--- src/rtl/if_fetch_stage_if.sv ---
// Instruction-memory fetch channel: held request/address out, ready/data back.
interface if_fetch_stage_if;
    logic        Imem_Req;
    logic [31:0] PC_out;
    logic        Imem_Ready;
    logic [31:0] Imem_Rdata;

    modport master (output Imem_Req, output PC_out, input Imem_Ready, input Imem_Rdata);
    modport slave  (input Imem_Req, input PC_out, output Imem_Ready, output Imem_Rdata);
endinterface

--- src/rtl/if_fetch_stage.sv ---
// Instruction-fetch stage: PC register, next-PC select, held imem handshake and IF/ID register.
// Absorbs stalls via a one-entry skid and parks redirects that land on an outstanding fetch.
module if_fetch_stage #(
    parameter logic [31:0] RESET_PC  = 32'h0000_0000,
    parameter logic [31:0] NOP_INSTR = 32'h0000_0000
) (
    input  logic               Clk,
    input  logic               Reset,
    input  logic               Stall,
    input  logic               PCSrc,
    input  logic [31:0]        BranchTarget,
    if_fetch_stage_if.master   imem,
    output logic [31:0]        IFID_Instruction,
    output logic [31:0]        IFID_PCPlus4,
    output logic               IFID_Valid
);
    localparam int unsigned XLEN = 32;

    localparam logic [1:0] ST_FETCH        = 2'd0;
    localparam logic [1:0] ST_HOLD         = 2'd1;
    localparam logic [1:0] ST_REDIRECT_PEND = 2'd2;

    logic [1:0]      state_q, state_d;
    logic [XLEN-1:0] pc_q, pc_d;
    logic            req_q, req_d;
    logic [XLEN-1:0] instr_q, instr_d;
    logic [XLEN-1:0] pc4_q, pc4_d;
    logic            valid_q, valid_d;
    logic [XLEN-1:0] skid_q, skid_d;
    logic [XLEN-1:0] skid_pc4_q, skid_pc4_d;
    logic [XLEN-1:0] pend_q, pend_d;

    logic [XLEN-1:0] pc_plus4;
    logic [XLEN-1:0] target;

    assign pc_plus4 = pc_q + XLEN'(4);
    assign target   = BranchTarget & ~XLEN'(3);

    assign imem.PC_out   = pc_q;
    assign imem.Imem_Req = req_q;

    assign IFID_Instruction = instr_q;
    assign IFID_PCPlus4     = pc4_q;
    assign IFID_Valid       = valid_q;

    // State and pipeline registers
    always_ff @(posedge Clk) begin
        if (Reset) begin
            state_q    <= ST_FETCH;
            pc_q       <= RESET_PC;
            req_q      <= 1'b1;
            instr_q    <= NOP_INSTR;
            pc4_q      <= '0;
            valid_q    <= 1'b0;
            skid_q     <= '0;
            skid_pc4_q <= '0;
            pend_q     <= '0;
        end else begin
            state_q    <= state_d;
            pc_q       <= pc_d;
            req_q      <= req_d;
            instr_q    <= instr_d;
            pc4_q      <= pc4_d;
            valid_q    <= valid_d;
            skid_q     <= skid_d;
            skid_pc4_q <= skid_pc4_d;
            pend_q     <= pend_d;
        end
    end

    // Next-state / next-PC / IF/ID selection; priority is PCSrc > Stall > normal
    always_comb begin
        state_d    = state_q;
        pc_d       = pc_q;
        instr_d    = instr_q;
        pc4_d      = pc4_q;
        valid_d    = valid_q;
        skid_d     = skid_q;
        skid_pc4_d = skid_pc4_q;
        pend_d     = pend_q;

        case (state_q)
            ST_FETCH: begin
                if (PCSrc) begin
                    instr_d = NOP_INSTR;
                    pc4_d   = '0;
                    valid_d = 1'b0;
                    if (imem.Imem_Ready) begin
                        pc_d = target;
                    end else begin
                        pend_d  = target;
                        state_d = ST_REDIRECT_PEND;
                    end
                end else if (Stall) begin
                    if (imem.Imem_Ready) begin
                        skid_d     = imem.Imem_Rdata;
                        skid_pc4_d = pc_plus4;
                        pc_d       = pc_plus4;
                        state_d    = ST_HOLD;
                    end
                end else if (imem.Imem_Ready) begin
                    instr_d = imem.Imem_Rdata;
                    pc4_d   = pc_plus4;
                    valid_d = 1'b1;
                    pc_d    = pc_plus4;
                end else begin
                    instr_d = NOP_INSTR;
                    pc4_d   = '0;
                    valid_d = 1'b0;
                end
            end
            ST_HOLD: begin
                if (PCSrc) begin
                    pc_d    = target;
                    instr_d = NOP_INSTR;
                    pc4_d   = '0;
                    valid_d = 1'b0;
                    state_d = ST_FETCH;
                end else if (!Stall) begin
                    instr_d = skid_q;
                    pc4_d   = skid_pc4_q;
                    valid_d = 1'b1;
                    state_d = ST_FETCH;
                end
            end
            ST_REDIRECT_PEND: begin
                instr_d = NOP_INSTR;
                pc4_d   = '0;
                valid_d = 1'b0;
                if (PCSrc) begin
                    pend_d = target;
                end
                // The outstanding wrong-path word is dropped; newest redirect wins
                if (imem.Imem_Ready) begin
                    pc_d    = PCSrc ? target : pend_q;
                    state_d = ST_FETCH;
                end
            end
            default: begin
                state_d = ST_FETCH;
            end
        endcase

        req_d = (state_d != ST_HOLD);
    end
endmodule

--- src/flat_wrapper.sv ---
// flat-port wrapper written by rule: the top's interface ports become plain ports
module if_fetch_stage_flat 
#(
    parameter logic [31:0] RESET_PC  = 32'h0000_0000,
    parameter logic [31:0] NOP_INSTR = 32'h0000_0000
)
  (Clk, Reset, Stall, PCSrc, BranchTarget, IFID_Instruction, IFID_PCPlus4, IFID_Valid, imem_Imem_Req, imem_PC_out, imem_Imem_Ready, imem_Imem_Rdata);
  if_fetch_stage_if imem_i ();
  input  logic Clk;
  input  logic Reset;
  input  logic Stall;
  input  logic PCSrc;
  input  logic [31:0] BranchTarget;
  output logic [31:0] IFID_Instruction;
  output logic [31:0] IFID_PCPlus4;
  output logic IFID_Valid;
  output wire logic [$bits(imem_i.Imem_Req)-1:0] imem_Imem_Req;
  output wire logic [$bits(imem_i.PC_out)-1:0] imem_PC_out;
  input wire logic [$bits(imem_i.Imem_Ready)-1:0] imem_Imem_Ready;
  input wire logic [$bits(imem_i.Imem_Rdata)-1:0] imem_Imem_Rdata;
  assign imem_Imem_Req = imem_i.Imem_Req;
  assign imem_PC_out = imem_i.PC_out;
  assign imem_i.Imem_Ready = imem_Imem_Ready;
  assign imem_i.Imem_Rdata = imem_Imem_Rdata;
  if_fetch_stage #(.RESET_PC(RESET_PC), .NOP_INSTR(NOP_INSTR)) u_core (.Clk(Clk), .Reset(Reset), .Stall(Stall), .PCSrc(PCSrc), .BranchTarget(BranchTarget), .imem(imem_i), .IFID_Instruction(IFID_Instruction), .IFID_PCPlus4(IFID_PCPlus4), .IFID_Valid(IFID_Valid));
endmodule
--- config.mk ---
export PLATFORM = sky130hd
export DESIGN_NAME = if_fetch_stage_flat
export DESIGN_NICKNAME = d
export VERILOG_FILES = /design/src/rtl/if_fetch_stage_if.sv /design/src/rtl/if_fetch_stage.sv /design/src/flat_wrapper.sv
export SDC_FILE = /design/constraint.sdc
export NUM_CORES = 1
export LEC_CHECK = 0
export CAP_MARGIN = 20
export CORE_MARGIN = 3
export CORE_UTILIZATION = 35
export DETAILED_ROUTE_END_ITERATION = 10
export PLACE_DENSITY = 0.64
export SLEW_MARGIN = 20
export SYNTH_ARGS = -nofsm -noshare
export SYNTH_HDL_FRONTEND = slang
export SYNTH_SLANG_ARGS = --single-unit
--- constraint.sdc ---
create_clock -name Clk -period 2.12 [get_ports Clk]
set_input_delay 0.53 -clock Clk [delete_from_list [all_inputs] [get_ports Clk]]
set_output_delay 0.53 -clock Clk [all_outputs]
set_load 0.005 [all_outputs]
=== Yosys cells after proc, flatten, opt, wreduce, memory -nomap -nowiden ===
Cells that the tools add are included.

* Register bits after elaboration: 196
* Input port bits: 69
* Output and inout port bits: 98
* Logic and storage cells: 64

* Add/sub/neg operators: 1
* Eq/ne operators: 10
* Mux-type cells: 36
* Bitwise logic cells: 1
* Reductions and logical operators: 7

{| class="wikitable"
|+ Operators with widths
! cell !! number
|-
| $mux W32 || 18
|-
| $pmux W32 S3 || 3
|-
| $pmux W32 S2 || 1
|-
| $add A32 B3 Y32 const B || 1
|-
| $mux W2 || 7
|-
| $ne A2 B2 Y1 const B || 5
|-
| $reduce_and A4 Y1 || 2
|-
| $ne A3 B3 Y1 const B || 2
|-
| $pmux W2 S3 || 1
|-
| $reduce_and A3 Y1 || 2
|-
| $mux W1 || 5
|-
| $pmux W1 S3 || 1
|-
| $reduce_bool A3 Y1 || 1
|-
| $eq A2 B1 Y1 const B || 1
|-
| $eq A2 B2 Y1 const B || 1
|-
| $logic_not A2 Y1 || 1
|-
| $ne A2 B1 Y1 const B || 1
|-
| $reduce_bool A2 Y1 || 1
|-
| $not A1 Y1 || 1
|}

=== Longest topological paths before layout ===
Gate-level depths: netlist (run 1).

* Depth in word-level cells: 5
* Gate-level depth with buffers: 10
* Gate-level depth less buffers: 7

=== Least setup slack after synthesis (run 1) ===
No wires, ideal clock.

* Path kind: reg2reg
* Start point: register u_core.state_q[1]
* End point: register u_core.pc_q[22], in the netlist u_core.imem.PC_out[22]
* Setup time: 119 ps
* Arrival time: 1851 ps
* Data required time: 2001 ps
* Slack: 150 ps
* Stages on the path, launching flop included: 10
* Buffers on the path: 2
* Clock period less this slack: 1970 ps
* Cells stage by stage: dfxtp_1 -> inv_1 -> ha_1 -> buf_2 -> a21o_1 -> or2_2 -> buf_2 -> a21oi_1 -> a31oi_1 -> o221a_2

* Longest elaborated chain between the ends: 3
* Elaborated cells between the ends (all ways): 9
* Classes of those cells: eq/ne: 5; mux: 1; reduce/logical: 3

{| class="wikitable"
|+ Ends and longest elaborated chain
! item !! RTL line !! text
|-
| start, declared || if_fetch_stage.sv:23 || <nowiki>logic [1:0] state_q, state_d;</nowiki>
|-
| start signal, assigned || if_fetch_stage.sv:59 || <nowiki>state_q <= state_d;</nowiki>
|-
| $eq A2 B2 Y1 (tied with other cells) || if_fetch_stage.sv:82 || <nowiki>case (state_q)</nowiki>
|-
| $ne A2 B2 Y1 (no line) or $reduce_bool A3 Y1 (tied branches) || - ||
|-
| $reduce_and A4 Y1 (no line) || - ||
|-
| end signal, assigned || if_fetch_stage.sv:60 || <nowiki>pc_q <= pc_d;</nowiki>
|-
| end, declared || if_fetch_stage.sv:24 || <nowiki>logic [XLEN-1:0] pc_q, pc_d;</nowiki>
|}

Several ways; a longest one is shown, not always the timed one.
A chain may end at the register's enable or synchronous reset.

=== Final worst setup path (run 1) ===
* Start point: register u_core.pc_q[12], in the netlist u_core.imem.PC_out[12]
* End point: output port imem_PC_out[12]

{| class="wikitable"
|+ RTL lines
! item !! RTL line !! text
|-
| end, declared || flat_wrapper.sv:18 || <nowiki>output wire logic [$bits(imem_i.PC_out)-1:0] imem_PC_out;</nowiki>
|}

No word-level cell between the ends.

==> results.yml, run 1 <==
logic_synthesis:
  ys_top_cells_by_area: "dfxtp_1, a21oi_1, nor2_1"
  synthFlopType: "dfxtp_1"
  async_reset_ff_share_pct: 0
  ys_top_cells_by_count: "dfxtp_1, nor2_1, nand2_1"
  synth_area_leader_cell: "dfxtp_1"
  syn_area_per_cell_um2: 8.33
  post-synth-top-area-fraction_pct: 42.3
  seq_area_frac_synth_pct: 42.3
  synth-warning-count: 0
  postSynthCellCount: 1114
  synth_edf_count: 0
  synth_cell_types: 72
  synth_fp_nets: 1188
  synth_most_common_cell: "dfxtp_1"
  netlist_area_um2: 9290
  ys_ff_latch: 196
worst_setup_path:
  rr_worst_depth: 10
  slowest_delay_ns: 0.49
  rrSetupSlack_ns: 0.06
  critPathKind: "reg -> out"
  path_buf_inv: 2
  required_ns: 1.59
  arrival_ns: 1.55
  worstPathCellList: "buf_4 > clkdlybuf4s50_1"
  reg2reg_from: "u_core.state_q[0]"
  cp_num_cells: 2
  critPathLaunch: "u_core.imem.PC_out[12]"
  crit_family: "buffers and inverters"
  end_kind: "output port"
  cp_max_fo: 5
  reg2reg_to: "u_core.imem.PC_out[17]"
  worst_path_max_delay_cell: "clkdlybuf4s50_1"
  endpoint: "imem_PC_out[12]"
  cp-start-kind: "flip-flop"
final_layout:
  fin_nets: 1393
  fill_cells: 2436
  layout-drive-gt1-share_pct: 16.1
  area_delta_synth_final_pct: 37.4
  num_antenna_cells: 0
  final_util_pct: 49.8
  fin_cells: 1662
  final_area_um2: 12800
sta:
  finalMaxSlewViolations: 0
  rsz0062_at_grt: "true"
  worst_pin_slew_ns: 0.540
  fmaxAchievable_mhz: 482
  hold_viol: 0
  fin_skew_ns: 0.0182
  layout_min_cycle_time_ns: 2.08
  setup_viol: 0
  relSlewSlack_pct: 64.0
  period_share_pct: 98.0
place:
  dp.cells: 1628
  dpl.hpwl_mm: 20.8
  portBuffers: 164
  place_congestion: 0.879
  place_area_um2: 12100
clock_tree:
  cts_tree: "yes"
  ctsLongestPathBuffers: 2
  cts_root_buffer: "clkbuf_16"
  htree_levels: 4
  cts_sinks: 196
  cts_buffers: 17
  clk_pin_slew_worst_paths_ns: 0.08
  clkLatencyLatePin_ns: 0.44
  cts_hold_buf: 0
routing:
  detail_route.wl_per_cell_um: 17.8
  dr.pass1.iters: 5
  antenna_left: 0
  remaining_drc_errors: 0
  viasPerCell: 5.53
  drt_iter0_markers: 751
  wl_mm: 29.5
  dr_total_vias: 9194
global_routing:
  antenna_found_initial: 0
  grt_pass1_wl_mm: 47.1
  grt_max_degree: 107
  grt_pass1_vias: 8783
  grt_overflow_total: 0
  grt_util_all_layers_pct: 20.3
outcome:
  outcome: "complete, no violations"
floorplan:
  dieHeight_um: 169
  die_w_um: 169
  ios: 167
  core_area_um2: 25600
  dieArea_um2: 28500
  num_rows: 58
  start_util_pct: 36.2
power_and_ir_drop:
  p_per_area_nw_per_um2: 721
  leakagePower_nw: 4.96
  p_total_w: 0.00920
  max-vdd-ir-drop_uv: 500
flow_run:
  cap_violations: 0
worst_hold_path:
  min_path_type: "reg -> reg"
-- logic make-up after synthesis --
kind of cell | after synthesis | share of synthesized area, %
buf+inv | 115 | 5.71
fa+ha+maj | 5 | 0.674
xor+xnor | 19 | 1.79
compound gates | 322 | 22.9
flops | 196 | 42.3
mux | 46 | 5.00
simple gates | 411 | 21.6
-- worst min-delay path by stage --
stage / from / endpoint / depth (start not counted)
finish: u_core.skid_q[23] / u_core.skid_q[23] / 2
detailed placement: u_core.skid_pc4_q[0] / u_core.skid_pc4_q[0] / 2
global placement: u_core.skid_q[12] / u_core.skid_q[12] / 2
floorplan: u_core.skid_pc4_q[0] / u_core.skid_pc4_q[0] / 2
CTS: u_core.skid_q[25] / u_core.skid_q[25] / 2
global route: u_core.skid_q[22] / u_core.skid_q[22] / 2
-- worst register-to-register path, stage by stage, from the launching register on --
cell     delay [ns]
dfxtp_1        0.32
buf_4          0.15
ha_1           0.21
buf_4          0.16
nand2_1        0.12
buf_4          0.13
o21ai_2        0.09
buf_12         0.16
a22oi_1        0.24
o31ai_1        0.13
a32o_1         0.22
-- sequential cells by signal, indices dropped and copies added, names as in the netlist --
register                 count
u_core.IFID_Instruction     32
u_core.IFID_PCPlus4         32
u_core.IFID_Valid            1
u_core.imem.Imem_Req         1
u_core.imem.PC_out          32
u_core.pend_q               32
u_core.skid_pc4_q           32
u_core.skid_q               32
u_core.state_q               2
-- stage by stage --
step           TNS (ns)  hold WS (ns)  setup WS (ns)
2_1_floorplan         0         0.436          0.150
6_report              0         0.456         0.0432
5_1_grt         -0.0953         0.477        -0.0249
4_1_cts               0         0.458        0.00866
3_5_place_dp     -32.70         0.447         -0.341
3_3_place_gp     -29.92         0.441         -0.337
-- placed cells by master, fill, tap and decap left out, types with 4 or more instances in the layout --
cell type	count
dfxtp_1	193
clkdlybuf4s50_1	163
nor2_1	140
nand2_1	116
a21oi_1	111
buf_4	105
nor3_1	63
a221oi_1	58
o21ai_0	56
mux2i_1	42
buf_12	21
nand3_1	19
clkbuf_16	17
xnor2_1	13
a22o_1	13
a31oi_1	11
a22oi_1	10
o31a_1	10
inv_1	8
nand4_1	7
a211oi_1	7
nor4_1	6
and3_1	6
nand3b_1	6
o21a_1	6
nor4_2	6
xor2_1	5
nor2b_1	5
o221a_2	5
o22ai_1	5
clkinv_8	5
nor3_4	4
and4_1	4
a21o_1	4
ha_1	4
-- power breakdown --
part / switching, W / total, W / leakage (nW) / internal (W)
logic: 0.000915 / 0.00184 / 3.06 / 0.000926
clock network: 0.00168 / 0.00332 / 0.298 / 0.00164
registers: 0.000147 / 0.00404 / 1.60 / 0.00389
-- layout make-up --
type	count	area, µm²	share of cell area (%)
multi-input combinational	803	4910	38.5
timing repair buffer	290	2860	22.4
tap	330	413	3.24
sequential	196	3930	30.8
clock buffer	18	439	3.44
clock inverter	14	175	1.37
inverter	11	41.3	0.324
-- layer usage --
layer | vias up | GRT usage, % | part of all wire (%)
li1 | 4447 | - | -
met1 | 4414 | 27.7 | 45
met2 | 289 | 33.4 | 48
met3 | 44 | 3.13 | 5.1
met4 | 0 | 5.83 | 2.3
met5 | - | 0 | 0
-- repair_timing --
action,in CTS,in global routing
hold endpoints to repair,0,0
setup endpoints to repair,39,25
gates resized for setup,3,12
pin swaps,1,1
setup buffers,2,0
No activity file was read; power rests on OpenSTA's default activity.
==> run 2: changes to the inputs <==
- CORE_MARGIN: 3 -> 1.5
==> run 2 against run 1 <==
Effect of this change: flip-flop and latch count stayed put; total power shrank 0.92%; fmax rose by 0.95%; final cell count down 1.5%; non-clock buffer count fell by 30; clock skew fell by 0.0061 ns; clock power barely moved; count of clock-buffer cells in the layout down 1; register-to-register slack improved by 0.02 ns; largest cell class unchanged; highest routed layer unchanged.
==> results.yml, run 2 (same netlist as run 1, synthesis figures left out) <==
outcome:
  outcome: "complete, no violations"
floorplan:
  die_w_um: 166
  dieArea_um2: 27500
  core_area_um2: 26100
  num_rows: 59
  start_util_pct: 35.6
  ios: 167
  dieHeight_um: 166
worst_setup_path:
  crit_family: "buffers and inverters"
  reg2reg_to: "u_core.imem.PC_out[31]"
  rr_worst_depth: 5
  arrival_ns: 1.53
  worstPathCellList: "clkdlybuf4s50_1"
  rrSetupSlack_ns: 0.08
  cp-start-kind: "flip-flop"
  reg2reg_from: "u_core.imem.PC_out[5]"
  cp_max_fo: 7
  required_ns: 1.59
  critPathLaunch: "u_core.imem.PC_out[20]"
  worst_path_max_delay_cell: "clkdlybuf4s50_1"
  slowest_delay_ns: 0.57
  path_buf_inv: 1
  critPathKind: "reg -> out"
  endpoint: "imem_PC_out[20]"
  end_kind: "output port"
  cp_num_cells: 1
clock_tree:
  clk_pin_slew_worst_paths_ns: 0.08
  cts_hold_buf: 0
  ctsLongestPathBuffers: 2
  cts_buffers: 17
  cts_root_buffer: "clkbuf_16"
  htree_levels: 4
  cts_tree: "yes"
  clkLatencyLatePin_ns: 0.44
  cts_sinks: 196
sta:
  relSlewSlack_pct: 53.8
  setup_viol: 0
  finalMaxSlewViolations: 0
  rsz0062_at_grt: "true"
  timing.setup.tns_ns: 0
  worst_pin_slew_ns: 0.693
  period_share_pct: 97.0
  layout_min_cycle_time_ns: 2.06
  fmaxAchievable_mhz: 486
  fin_skew_ns: 0.0121
  hold_viol: 0
routing:
  detail_route.wl_per_cell_um: 17.2
  remaining_drc_errors: 0
  drt_iter0_markers: 863
  dr_total_vias: 8913
  wl_mm: 28.2
  antenna_left: 0
  viasPerCell: 5.44
  dr.pass1.iters: 5
place:
  place_congestion: 0.834
  dpl.hpwl_mm: 19.7
  portBuffers: 164
  dp.cells: 1604
final_layout:
  fin_cells: 1637
  fill_cells: 2472
  area_delta_synth_final_pct: 35.1
  fin_nets: 1363
  num_antenna_cells: 0
  final_util_pct: 48.1
  layout_commonest_cell: "dfxtp_1"
  layout-drive-gt1-share_pct: 14.3
  final_cell_mix: "dfxtp_1, clkdlybuf4s50_1, nor2_1, nand2_1, a21oi_1"
power_and_ir_drop:
  leakagePower_nw: 4.81
  p_per_area_nw_per_um2: 727
  max-vdd-ir-drop_uv: 531
global_routing:
  grt_pass1_vias: 8181
  grt_util_all_layers_pct: 20.0
  antenna_found_initial: 0
  grt_max_degree: 84
  grt_pass1_wl_mm: 44.9
  grt_overflow_total: 0
flow_run:
  cap_violations: 0
worst_hold_path:
  min_path_type: "in -> reg"
==> run 2: cell types whose count changed in the layout (fill, tap and decap cells not counted), moves of 2 or more <==
cell,change
buf_4,-31
clkinv_8,-2
ha_1,-2
ha_2,+2
inv_8,+2
==> run 2: cell type report <==
type	count	area, µm²	area share [%]
Multi-Input combinational cell	803	4920	39.2
Sequential cell	196	3930	31.3
Timing Repair Buffer	260	2640	21.0
Clock buffer	17	425	3.39
Tap cell	335	419	3.34
Clock inverter	15	174	1.39
Inverter	11	41.3	0.329
==> run 2: metal layers <==
layer | track usage (%) | part of all wire, % | up-vias
li1 | - | - | 4385
met1 | 28.3 | 47 | 4218
met2 | 31.3 | 45 | 286
met3 | 3.48 | 6.2 | 24
met4 | 4.97 | 1.2 | 0
met5 | 0 | 0 | -
==> run 2: what timing repair did <==
action                                  in CTS  in global routing
buffers inserted                             0                  1
pin swaps                                    0                  1
endpoints found under the setup margin       9                 37
resized for setup                            1                 15
==> run 2: worst min-delay path by stage <==
stage               depth (start not counted)                 start                    to
finish                                      2                 Reset      u_core.skid_q[5]
global route                                2                 Reset      u_core.skid_q[2]
CTS                                         2                 Reset      u_core.skid_q[5]
detailed placement                          2      u_core.skid_q[9]      u_core.skid_q[9]
global placement                            2      u_core.skid_q[7]      u_core.skid_q[7]
floorplan                                   2  u_core.skid_pc4_q[0]  u_core.skid_pc4_q[0]
==> run 2: report_power, final <==
| group | total (W) | switching (W) | internal [W] | leakage [nW] |
|---|---|---|---|---|
| Combinational | 0.00178 | 0.000887 | 0.000888 | 2.91 |
| Clock | 0.00331 | 0.00170 | 0.00161 | 0.294 |
| Sequential | 0.00403 | 0.000142 | 0.00389 | 1.60 |
| Total | 0.00912 | 0.00273 | 0.00639 | 4.81 |
==> run 2: metrics by stage <==
| step | hold slack, ns | area [µm²] | worst slack [ns] | power, W |
|---|---|---|---|---|
| final | 0.359 | 12500 | 0.0628 | 0.00912 |
| after global routing | 0.362 | 12500 | -0.00362 | 0.00950 |
| after CTS | 0.349 | 12500 | 0.00561 | 0.00915 |
| after detailed placement | 0.447 | 11900 | -0.324 | 0.00587 |
| after global placement | 0.441 | 11900 | -0.301 | 0.00585 |
| after floorplan | 0.436 | 9290 | 0.150 | 0.00497 |
